[src/rtl/clk_gen_pkg.sv]
// Shared types and helpers for the clk_gen divided-clock generator.
// STEP state exists only when CLK_GEN_STEP_EN is defined.
package clk_gen_pkg;

    typedef enum logic [1:0] {
        ST_STOPPED = 2'd0,
        ST_RUN     = 2'd1
`ifdef CLK_GEN_STEP_EN
        ,
        ST_STEP    = 2'd2
`endif
    } clk_gen_state_t;

    function automatic int clamp_sel(input int sel, input int max_sel);
        return (sel > max_sel) ? max_sel : sel;
    endfunction

    // Terminal count for a half-period of 2^sel cycles; callers size it to CNT_W.
    function automatic logic [31:0] half_period(input int sel);
        return (32'd1 << sel) - 32'd1;
    endfunction

endpackage

[src/rtl/clk_gen_cnt.sv]
// Prescaler counter for clk_gen: wraps at a run-time terminal count,
// with synchronous clear used while the clock is stopped.
module clk_gen_cnt #(
    parameter int CNT_W = 8
) (
    input  logic             clk,
    input  logic             arst_n,
    input  logic             en,
    input  logic             clr,
    input  logic [CNT_W-1:0] tc_val,
    output logic             tc
);

    logic [CNT_W-1:0] count;

    assign tc = (count == tc_val);

    always_ff @(posedge clk or negedge arst_n) begin
        if (!arst_n) begin
            count <= '0;
        end else if (clr) begin
            count <= '0;
        end else if (en) begin
            count <= tc ? '0 : count + CNT_W'(1);
        end
    end

endmodule

[src/rtl/clk_gen.sv]
// Glitch-free divided clock with rise/fall strobes, run/stop control and,
// when CLK_GEN_STEP_EN is defined, single-period stepping from STOPPED.
module clk_gen
    import clk_gen_pkg::*;
#(
    parameter  int MAX_SEL = 7,
    parameter  int SEL_W   = 3,
    localparam int CNT_W   = MAX_SEL + 1
) (
    input  logic             clk,
    input  logic             arst_n,
    input  logic [SEL_W-1:0] clk_sel,
    input  logic             stop_clk,
`ifdef CLK_GEN_STEP_EN
    input  logic             step,
`endif
    output logic             clk_out,
    output logic             clk_rise,
    output logic             clk_fall,
    output logic             running,
    output logic [SEL_W-1:0] sel_active
);

    clk_gen_state_t   state_q, state_d;
    logic [SEL_W-1:0] sel_d, sel_clamped;
    logic [CNT_W-1:0] tc_val;
    logic             clk_d, rise_d, fall_d;
    logic             cnt_en, cnt_clr, cnt_tc;

    assign sel_clamped = SEL_W'(clamp_sel(int'(clk_sel), MAX_SEL));
    assign tc_val      = CNT_W'(half_period(int'(sel_active)));
    assign running     = (state_q != ST_STOPPED);

    clk_gen_cnt #(.CNT_W(CNT_W)) u_cnt (
        .clk    (clk),
        .arst_n (arst_n),
        .en     (cnt_en),
        .clr    (cnt_clr),
        .tc_val (tc_val),
        .tc     (cnt_tc)
    );

    always_comb begin
        state_d = state_q;
        sel_d   = sel_active;
        clk_d   = clk_out;
        rise_d  = 1'b0;
        fall_d  = 1'b0;
        cnt_en  = 1'b0;
        cnt_clr = 1'b0;
        case (state_q)
            ST_STOPPED: begin
                cnt_clr = 1'b1;
                clk_d   = 1'b0;
                if (!stop_clk) begin
                    sel_d   = sel_clamped;
                    state_d = ST_RUN;
                end
`ifdef CLK_GEN_STEP_EN
                else if (step) begin
                    sel_d   = sel_clamped;
                    state_d = ST_STEP;
                end
`endif
            end
            default: begin
                cnt_en = 1'b1;
                if (cnt_tc) begin
                    clk_d  = ~clk_out;
                    rise_d = ~clk_out;
                    fall_d = clk_out;
                    // Falling toggle closes a full period: the only safe point to retune or stop.
                    if (clk_out) begin
                        sel_d = sel_clamped;
                        if (stop_clk) state_d = ST_STOPPED;
`ifdef CLK_GEN_STEP_EN
                        if (state_q == ST_STEP) begin
                            sel_d   = sel_active;
                            state_d = ST_STOPPED;
                        end
`endif
                    end
                end
            end
        endcase
    end

    always_ff @(posedge clk or negedge arst_n) begin
        if (!arst_n) begin
            state_q    <= ST_RUN;
            sel_active <= '0;
            clk_out    <= 1'b0;
            clk_rise   <= 1'b0;
            clk_fall   <= 1'b0;
        end else begin
            state_q    <= state_d;
            sel_active <= sel_d;
            clk_out    <= clk_d;
            clk_rise   <= rise_d;
            clk_fall   <= fall_d;
        end
    end

endmodule

[config.mk]
export PLATFORM = sky130hd
export DESIGN_NAME = clk_gen
export DESIGN_NICKNAME = d
export VERILOG_FILES = /design/src/rtl/clk_gen_pkg.sv /design/src/rtl/clk_gen_cnt.sv /design/src/rtl/clk_gen.sv
export SDC_FILE = /design/constraint.sdc
export NUM_CORES = 1
export LEC_CHECK = 0
export BUFFER_PORTS_ARGS = -buffer_cell sky130_fd_sc_hd__buf_2
export CORE_MARGIN = 2
export CORE_UTILIZATION = 48
export DETAILED_ROUTE_END_ITERATION = 7
export GPL_ROUTABILITY_DRIVEN = 0
export PLACE_DENSITY = 0.72
export SLEW_MARGIN = 10
export SYNTH_ARGS = -nofsm -noshare
export SYNTH_HDL_FRONTEND = slang
export SYNTH_SLANG_ARGS = --single-unit
[constraint.sdc]
create_clock -name clk -period 2 [get_ports clk]
set_input_delay 0.1 -clock clk [delete_from_list [all_inputs] [get_ports clk]]
set_output_delay 0.1 -clock clk [all_outputs]
set_load 0.02 [all_outputs]
==> results of run 1 <==
## area by class of cell
class                   instances  share of cell area (%)
repair buffers                 18                   11.58
multi-input cells              58                   42.37
inverters                       3                   1.184
flip-flops and latches         15                   40.00
clock buffers                   4                   2.763
well taps                      16                   2.105
## worst paths after layout
kind                       cells past startpoint  slack (ns)             to     startpoint
max                                            6        0.08  sel_active[1]  sel_active[2]
min                                            2        0.05  sel_active[0]     clk_sel[0]
max reg2reg                                    6        0.08  sel_active[1]  sel_active[2]
min reg2reg                                    1        0.49       clk_rise        clk_out
max in group asynchronous                      2        1.47     state_q[0]         arst_n
min in group asynchronous                      2        0.24        clk_out         arst_n
## Yosys cell counts (2+ instances only)
library cell	n	share of area, %
a21o_2	2	2.1
and3_1	2	1.5
dfrtp_1	14	43
inv_1	3	1.4
mux2_4	3	5.5
nand2_1	4	1.8
nand3_1	5	3.1
nor2_1	11	5.1
nor3_1	3	1.8
o21ai_0	4	2.5
xnor2_1	3	3.2
xor2_1	5	5.4
## power groups by stage
| stage | sequential [mW] | combinational (mW) | clock [mW] |
|---|---|---|---|
| global route | 0.636 | 0.802 | 0.194 |
| floorplan | 0.601 | 0.550 | 0 |
| CTS | 0.606 | 0.689 | 0.179 |
| global placement | 0.604 | 0.668 | 0 |
| detailed placement | 0.613 | 0.682 | 0 |
| finish | 0.611 | 0.718 | 0.176 |
## sequential cells by signal (all words and copies together) (netlist names)
name / cells
clk_fall: 1
clk_out: 1
clk_rise: 1
sel_active: 3
state_q: 1
u_cnt.count: 8
## what timing repair did
| item | CTS | global route |
|---|---|---|
| hold buffers | 2 | 0 |
| hold endpoints to repair | 16 | 0 |
| gates resized for setup | 0 | 1 |
| setup buffers | 0 | 2 |
| endpoints found under the setup margin | 0 | 3 |
## metrics by stage
| stage | cell area [um2] | hold WS [ns] | cells | setup slack, ns | power, mW |
|---|---|---|---|---|---|
| 4_1_cts | 934.6 | 0.04174 | 112 | 0.05097 | 1.474 |
| 3_3_place_gp | 888.4 | 0.01682 | 106 | 0.1567 | 1.272 |
| 2_1_floorplan | 818.3 | -0.1956 | 78 | 0.002120 | 1.151 |
| 3_5_place_dp | 888.4 | 0.02039 | 106 | 0.06169 | 1.295 |
| 5_1_grt | 950.9 | 0.04038 | 114 | 0.006181 | 1.632 |
| 6_report | 950.9 | 0.04610 | 114 | 0.07894 | 1.505 |
## routing by layer
| metal | vias to the layer above | global-route usage (%) |
|---|---|---|
| met5 | - | 0 |
| met4 | 0 | 14.12 |
| met3 | 4 | 2.400 |
| met2 | 7 | 29.71 |
| met1 | 318 | 25.45 |
| li1 | 312 | - |
## logic make-up (layout without fill, tap and decap cells)
| family | count (synthesis) | after routing | share of synthesized area, % |
|---|---|---|---|
| and+or+nand+nor | 32 | 32 | 19.79 |
| DFF | 15 | 15 | 46.17 |
| AOI/OAI and AO/OA | 14 | 14 | 13.96 |
| xor gates and xnor gates | 8 | 8 | 8.589 |
| buffers and inverters | 5 | 25 | 4.447 |
| muxes | 3 | 3 | 5.521 |
| adders and majority gates | 1 | 1 | 1.533 |
## worst reg2reg max path, cell delays in order (launching register included)
cell and delay, ns:
dfrtp_2 0.48, and2b_2 0.24, o21ai_1 0.06, a221oi_2 0.26
nand3_2 0.13, o31a_4 0.33, mux2_4 0.30
==> metrics, run 1 <==
final setup violation count=0; Seq/Total Area, Yosys=between 40% and 50%; number of global-route vias before repair=between 500 and 600; I/O pins=13; Worst VDD drop=approximately 0.00082 V; Initial DRC Count=15; total gr overflow=0; Fmax=0.5205 GHz; total CTS buffers=3; syn avg cell area=10.46 um2; Slew Viols, Final=0; yosys warns=0; Clock Skews=0.001253 ns; clk sink count=15; crit path capture type=flip-flop; Root Driver=clkbuf_4; Crit path required time=approximately 2.2 ns; Worst-path clk slew=0.09 ns; ys flop type=dfrtp_1; CP arrival=2.09 ns; vias=641; Die ar.=2045 um2; most common cell after layout, fill and taps aside=buf_2; max-cap violation count=0; Mapped Cells=78; CP Launch Type=flip-flop; multi-input logic area=402.9 um2; CP Buf/Inv Count=0; met3 wire length=30 um; register bit total from synthesis=15; Worst-Margin Slew=0.3314 ns; WL/cell=13.53 um; sequential share of power=40.6%; Yosys cell types=31; sw frac=41.91%; Die Height=45.23 um; crit path cell chain=and2b_2 -> o21ai_1 -> a221oi_2 -> nand3_2 -> o31a_4 -> mux2_4; DRC=0; Clock power frac=11.7%; top sig layer=met4; setup TNS=0 ns; drt total wl=1542 um; via/cell ratio=5.623; FF/Latch Area=380.4 um2; crit-path max FO=11; crit path kind=reg2reg; pwr/cell area=between 1500 and 2000 nW/um2; GRT Total Usage=19.53%; Max Buffers Root-to-Sink=2; RSZ-0062 raised after global routing=false; initial antenna violation count=0; P_int=0.8742 mW; n_diodes=0; clk_lat worst skew=approximately 0.28 ns; first-pass iteration count of the detailed router=4; commonest cells after routing, fill and taps aside=buf_2, nor2_1, dfrtp_1; final hold violations=0; Fillers=142; Port Buffers=12; crit share post-route=96.05%; H-tree lvl count=1; status=finished, final reports clean; netlist area before placement=815.8 um2; fin util=61.69%; Leakage=0.4589 nW; Initial Utilization=between 50 and 60%; final net count=around 110; Comb pwr share=47.7%; largest net degree at the start of global routing=16; Post-DP HPWL=1075 um; Max-slew headroom=77.90%; Core ar.=~1500 um2; M1 WL=729 um; hold crit path type=in2reg; die width=45.23 um; Net Switching=0.6306 mW; Tmin final=about 1.9 ns; delay-heaviest family, CP=compound AO/OA/AOI/OAI gates; CTS tree=yes; EDFF count, synth=0; Final ANT Viol Nets=0; crit path max-delay cell type=dfrtp_2; post-synthesis to final-layout area growth=16.56%; layout cell share with drive strength beyond 1=35.71%; slowest stage delay, CP=0.48 ns; met2 wire len=735 um; Row Count=14; Net Count, Synth=85; first-pass GRT wire length=2711 um; fraction of registers with async set/reset=100.0%
Power figures use the tool's default switching activity.
==> inputs of run 2 (changes only) <==
--- a/config.mk
+++ b/config.mk
@@ -11,7 +11,7 @@
 export DETAILED_ROUTE_END_ITERATION = 7
 export GPL_ROUTABILITY_DRIVEN = 0
 export PLACE_DENSITY = 0.72
-export SLEW_MARGIN = 10
+export SLEW_MARGIN = 5
 export SYNTH_ARGS = -nofsm -noshare
 export SYNTH_HDL_FRONTEND = slang
 export SYNTH_SLANG_ARGS = --single-unit
==> constraint.sdc (replaced) <==
create_clock -name clk -period 2 [get_ports clk]
set_input_delay 0.2 -clock clk [delete_from_list [all_inputs] [get_ports clk]]
set_output_delay 0.2 -clock clk [all_outputs]
set_load 0.02 [all_outputs]
==> metrics, run 2 (synthesis results as in run 1) <==
sw frac=41.93% (was 41.91%); Crit path required time=2.17 ns (about the same); total gr overflow=0 (unchanged); Worst VDD drop=0.0008173 V (was 0.0008176 V); hold path cells=2 (unchanged); first-pass iteration count of the detailed router=4 (unchanged); final net count=105 (was 106); sequential share of power=40.6% (about the same); DRC=0 (unchanged); WL/cell=13.58 um (was 13.53 um); Slew Viols, Final=0 (unchanged); Layout Cells excl Fill=113 (was 114); Tmin final=1.921 ns (about the same); largest net degree at the start of global routing=16 (unchanged); Row Count=14 (unchanged); total CTS buffers=3 (unchanged); post-synthesis to final-layout area growth=15.34% (was 16.56%); crit-path max FO=11 (unchanged); crit path capture type=flip-flop (unchanged); n_diodes=0 (unchanged); CTS tree=yes (unchanged); Final ANT Viol Nets=0 (unchanged); CP arrival=2.09 ns (about the same); Leakage=0.4547 nW (was 0.4589 nW); Clock power frac=11.7% (about the same); most common cell after layout, fill and taps aside=buf_2 (unchanged); M1 WL=727 um (was 729 um); setup TNS=0 ns (unchanged); via/cell ratio=5.637 (was 5.623); Comb pwr share=47.6% (was 47.7%); met3 wire length=31 um (was 30 um); crit path kind=reg2reg (unchanged); clk_lat worst skew=0.28 ns (about the same); Post-DP HPWL=1075 um (unchanged); crit share post-route=96.05% (about the same); Hold Crit Start=stop_clk (was clk_sel[0]); Initial Utilization=52.92% (unchanged); Reg2Reg Launch Point=sel_active[2] (unchanged); status=finished, final reports clean (unchanged); slowest stage delay, CP=0.48 ns (about the same); die width=45.23 um (unchanged); Fmax=0.5205 GHz (about the same); GRT Total Usage=19.53% (unchanged); CP Buf/Inv Count=0 (unchanged); first-pass GRT wire length=2711 um (unchanged); crit path cell chain=and2b_2 -> o21ai_1 -> a221oi_2 -> nand3_2 -> o31a_4 -> mux2_4 (unchanged); max-cap violation count=0 (unchanged); vias=637 (was 641); CP Launch Type=flip-flop (unchanged); cell count after placement=106 (unchanged); WHS Endpoint=state_q[0] (was sel_active[0]); top sig layer=met4 (unchanged); Critical Path Stages=6 (unchanged); Core ar.=1541 um2 (unchanged); I/O pins=13 (unchanged); Net Switching=0.6304 mW (was 0.6306 mW); final setup violation count=0 (unchanged); delay-heaviest family, CP=compound AO/OA/AOI/OAI gates (unchanged); Root Driver=clkbuf_4 (unchanged); layout cell share with drive strength beyond 1=36.08% (was 35.71%); hold crit path type=in2reg (unchanged); pwr/cell area=1598 nW/um2 (was 1582 nW/um2); final hold violations=0 (unchanged); number of global-route vias before repair=553 (unchanged); Worst-path clk slew=0.09 ns (about the same); Die ar.=2045 um2 (unchanged); biggest regs=u_cnt.count: 8 flops, sel_active: 3 flops (unchanged); clk sink count=15 (unchanged); max FFs per register=8 (unchanged); drt total wl=1534 um (was 1542 um); H-tree lvl count=1 (unchanged); crit path max-delay cell type=dfrtp_2 (unchanged); Initial DRC Count=15 (unchanged); Port Buffers=12 (unchanged); R2R depth=6 (unchanged); met2 wire len=728 um (was 735 um); Biggest register=u_cnt.count (unchanged); commonest cells after routing, fill and taps aside=buf_2, nor2_1, dfrtp_1 (unchanged); Die Height=45.23 um (unchanged); Worst-Margin Slew=0.3314 ns (unchanged); Reg-to-Reg End=sel_active[1] (unchanged); Clock Skews=0.001243 ns (was 0.001253 ns); P_int=0.8729 mW (was 0.8742 mW); initial antenna violation count=0 (unchanged); Max-slew headroom=77.90% (unchanged); RSZ-0062 raised after global routing=false (unchanged); r2r setup slk=0.08 ns (about the same); Max Buffers Root-to-Sink=2 (unchanged)
==> run 2: cell count changes in the layout (fill, tap and decap cells not counted), sizes merged <==
cell	delta
dlygate4sd3	-1
==> run 2: cell type report <==
type,instances,area [um2]
Clock buffer,4,26.28
Fill cell,143,600.6
Inverter,3,11.26
Multi-Input combinational cell,58,402.9
Sequential cell,15,380.4
Tap cell,16,20.02
Timing Repair Buffer,17,100.1
==> run 2: per-layer routing <==
layer | up-vias | GRT usage [%]
li1 | 310 | -
met1 | 316 | 25.45
met2 | 7 | 29.71
met3 | 4 | 2.400
met4 | 0 | 14.12
met5 | - | 0
==> run 2: timing repair <==
item	in CTS	in global routing
resized for setup	0	1
endpoints found under the hold margin	14	0
buffers inserted	0	2
hold buffers	1	0
endpoints found under the setup margin	0	3
==> run 2: worst max path at each step <==
| stage | start | endpoint | slack (ns) |
|---|---|---|---|
| floorplan | sel_active[2] | sel_active[1] | 0.002 |
| global placement | sel_active[0] | sel_active[1] | 0.16 |
| detailed placement | sel_active[0] | sel_active[1] | 0.06 |
| CTS | sel_active[0] | sel_active[1] | 0.05 |
| global route | sel_active[0] | sel_active[1] | 0.006 |
| finish | sel_active[2] | sel_active[1] | 0.08 |
==> run 2: per-stage QoR <==
stage / hold slack (ns) / total power, mW / utilization, % / instance area [um2] / setup slack [ns]
3_5_place_dp: 0.1204 / 1.295 / 57.63 / 888.4 / 0.06169
3_3_place_gp: 0.1168 / 1.272 / 57.63 / 888.4 / 0.1567
5_1_grt: 0.05521 / 1.631 / 61.04 / 940.9 / 0.006181
4_1_cts: 0.03661 / 1.472 / 59.98 / 924.6 / 0.05097
6_report: 0.03738 / 1.503 / 61.04 / 940.9 / 0.07895
2_1_floorplan: -0.09559 / 1.151 / - / 818.3 / 0.002120
==> run 2: power by group through the flow <==
stage	clock network, mW	registers, mW	logic, mW
after floorplan	0	0.601	0.550
after global placement	0	0.604	0.668
after detailed placement	0	0.613	0.682
after CTS	0.179	0.606	0.687
after global routing	0.194	0.636	0.801
final	0.176	0.611	0.716
==> inputs of run 3 (changes only) <==
==> constraint.sdc (replaced) <==
create_clock -name clk -period 2 [get_ports clk]
set_input_delay 0.4 -clock clk [delete_from_list [all_inputs] [get_ports clk]]
set_output_delay 0.4 -clock clk [all_outputs]
set_load 0.02 [all_outputs]
==> metrics, run 3 (synthesis results as in run 1) <==
Comb pwr share=47.6% (about the same); total power=1.491 mW (was 1.503 mW); first-pass GRT wire length=2608 um (was 2711 um); max FFs per register=8 (unchanged); Row Count=14 (unchanged); Fillers=143 (unchanged); most common cell after layout, fill and taps aside=buf_2 (unchanged); final net count=104 (was 105); Worst-path clk slew=0.09 ns (about the same); setup TNS=0 ns (unchanged); biggest regs=u_cnt.count: 8 flops, sel_active: 3 flops (unchanged); Max-slew headroom=77.54% (was 77.90%); die width=45.23 um (unchanged); layout cell share with drive strength beyond 1=36.46% (was 36.08%); Leakage=0.4505 nW (was 0.4547 nW); largest net degree at the start of global routing=16 (unchanged); Design Area, Final=930.9 um2 (was 940.9 um2); crit share post-route=95.78% (was 96.05%); crit-path max FO=11 (unchanged); sequential share of power=40.7% (was 40.6%); GRT Total Usage=18.77% (was 19.53%); first-pass iteration count of the detailed router=4 (unchanged); Slew Viols, Final=0 (unchanged); Max Buffers Root-to-Sink=2 (unchanged); Final ANT Viol Nets=0 (unchanged); Post-DP HPWL=1075 um (unchanged); hold crit path type=in2async (was in2reg); vias=629 (was 637); CTS tree=yes (unchanged); status=finished, final reports clean (unchanged); Net Switching=0.6197 mW (was 0.6304 mW); Root Driver=clkbuf_4 (unchanged); total gr overflow=0 (unchanged); CP Launch Type=flip-flop (unchanged); crit path kind=reg2reg (unchanged); Core ar.=1541 um2 (unchanged); DRC=0 (unchanged); H-tree lvl count=1 (unchanged); post-synthesis to final-layout area growth=14.11% (was 15.34%); r2r setup slk=0.08 ns (about the same); Clock Skews=0.004125 ns (was 0.001243 ns); initial antenna violation count=0 (unchanged); Die ar.=2045 um2 (unchanged); I/O pins=13 (unchanged); final setup violation count=0 (unchanged); sw frac=41.56% (was 41.93%); crit path capture type=flip-flop (unchanged); Die Height=45.23 um (unchanged); final hold violations=0 (unchanged); RSZ-0062 raised after global routing=false (unchanged); Biggest register=u_cnt.count (unchanged); Initial Utilization=52.92% (unchanged); pwr/cell area=1602 nW/um2 (was 1598 nW/um2); Post-DP Area=888.4 um2 (unchanged); Tmin final=1.916 ns (was 1.921 ns); n_diodes=0 (unchanged); Worst VDD drop=0.0009694 V (was 0.0008173 V); Fmax=0.5221 GHz (was 0.5205 GHz); Port Buffers=12 (unchanged); clk sink count=15 (unchanged); multi-input logic area=402.9 um2 (unchanged); Clock power frac=11.6% (was 11.7%); P_int=0.8714 mW (was 0.8729 mW); commonest cells after routing, fill and taps aside=buf_2, nor2_1, dfrtp_1 (unchanged); drt total wl=1477 um (was 1534 um); WL/cell=13.19 um (was 13.58 um); CP arrival=2.08 ns (was 2.09 ns); number of global-route vias before repair=550 (was 553); Initial DRC Count=14 (was 15); Worst-Margin Slew=0.3369 ns (was 0.3314 ns); fin util=60.39% (was 61.04%); hold_ws=0.003875 ns (was 0.03738 ns); FF/Latch Area=380.4 um2 (unchanged); clk_lat worst skew=0.28 ns (about the same); via/cell ratio=5.616 (was 5.637); total CTS buffers=3 (unchanged); Crit path required time=2.17 ns (about the same); max-cap violation count=0 (unchanged)
[run 3: cell count changes in the layout (fill, tap and decap cells not counted), sizes merged]
cell / change
dlygate4sd3: -1
[run 3: final cells by class]
class	count	area share, %
Clock buffer	4	2.823
Inverter	3	1.210
Multi-Input combinational cell	58	43.28
Sequential cell	15	40.86
Tap cell	16	2.151
Timing Repair Buffer	16	9.677
[run 3: stage by stage]
stage	cells	setup slack (ns)
after floorplan	78	0.002120
after global placement	106	0.1567
after detailed placement	106	0.06169
after CTS	110	0.05097
after global routing	112	0.006810
final	112	0.08449
[run 3: metal layers]
metal  part of all wire [%]  track usage, %  wire [um]  vias up
met5                      0               0          0        -
met3                    2.1           2.400         31        4
met2                     46           28.00        686        7
li1                       -               -          -      307
met1                     48           24.62        712      311
met4                    3.2           14.12         47        0
[run 3: power by group through the flow]
stage                     Combinational (mW)  Sequential [mW]  Clock (mW)
final                                  0.710            0.607       0.173
after global routing                   0.795            0.633       0.190
after CTS                              0.686            0.606       0.179
after detailed placement               0.682            0.613           0
after global placement                 0.668            0.604           0
after floorplan                        0.550            0.601           0
[run 3: path summary, 6_finish.rpt]
| check | depth (start not counted) | endpoint | from |
|---|---|---|---|
| setup / recovery | 6 | sel_active[1] | sel_active[2] |
| hold / removal | 1 | u_cnt.count[1] | arst_n |
| setup reg to reg | 6 | sel_active[1] | sel_active[2] |
| max in group asynchronous | 1 | state_q[0] | arst_n |
| hold reg to reg | 1 | clk_rise | clk_out |
| min in group clk | 2 | state_q[0] | stop_clk |
[run 3: worst max-delay path: stages, from the launching register on]
cell and delay [ns]:
dfrtp_2 0.48, and2b_2 0.24, o21ai_1 0.06, a221oi_2 0.26, nand3_2 0.13, o31a_4 0.33
mux2_4 0.30
[run 3: repair_timing]
item / in CTS / in global routing
resized for setup: 0 / 1
buffers inserted: 0 / 2
setup endpoints to repair: 0 / 3
hold buffers: 0 / 0
endpoints found under the hold margin: 0 / 0
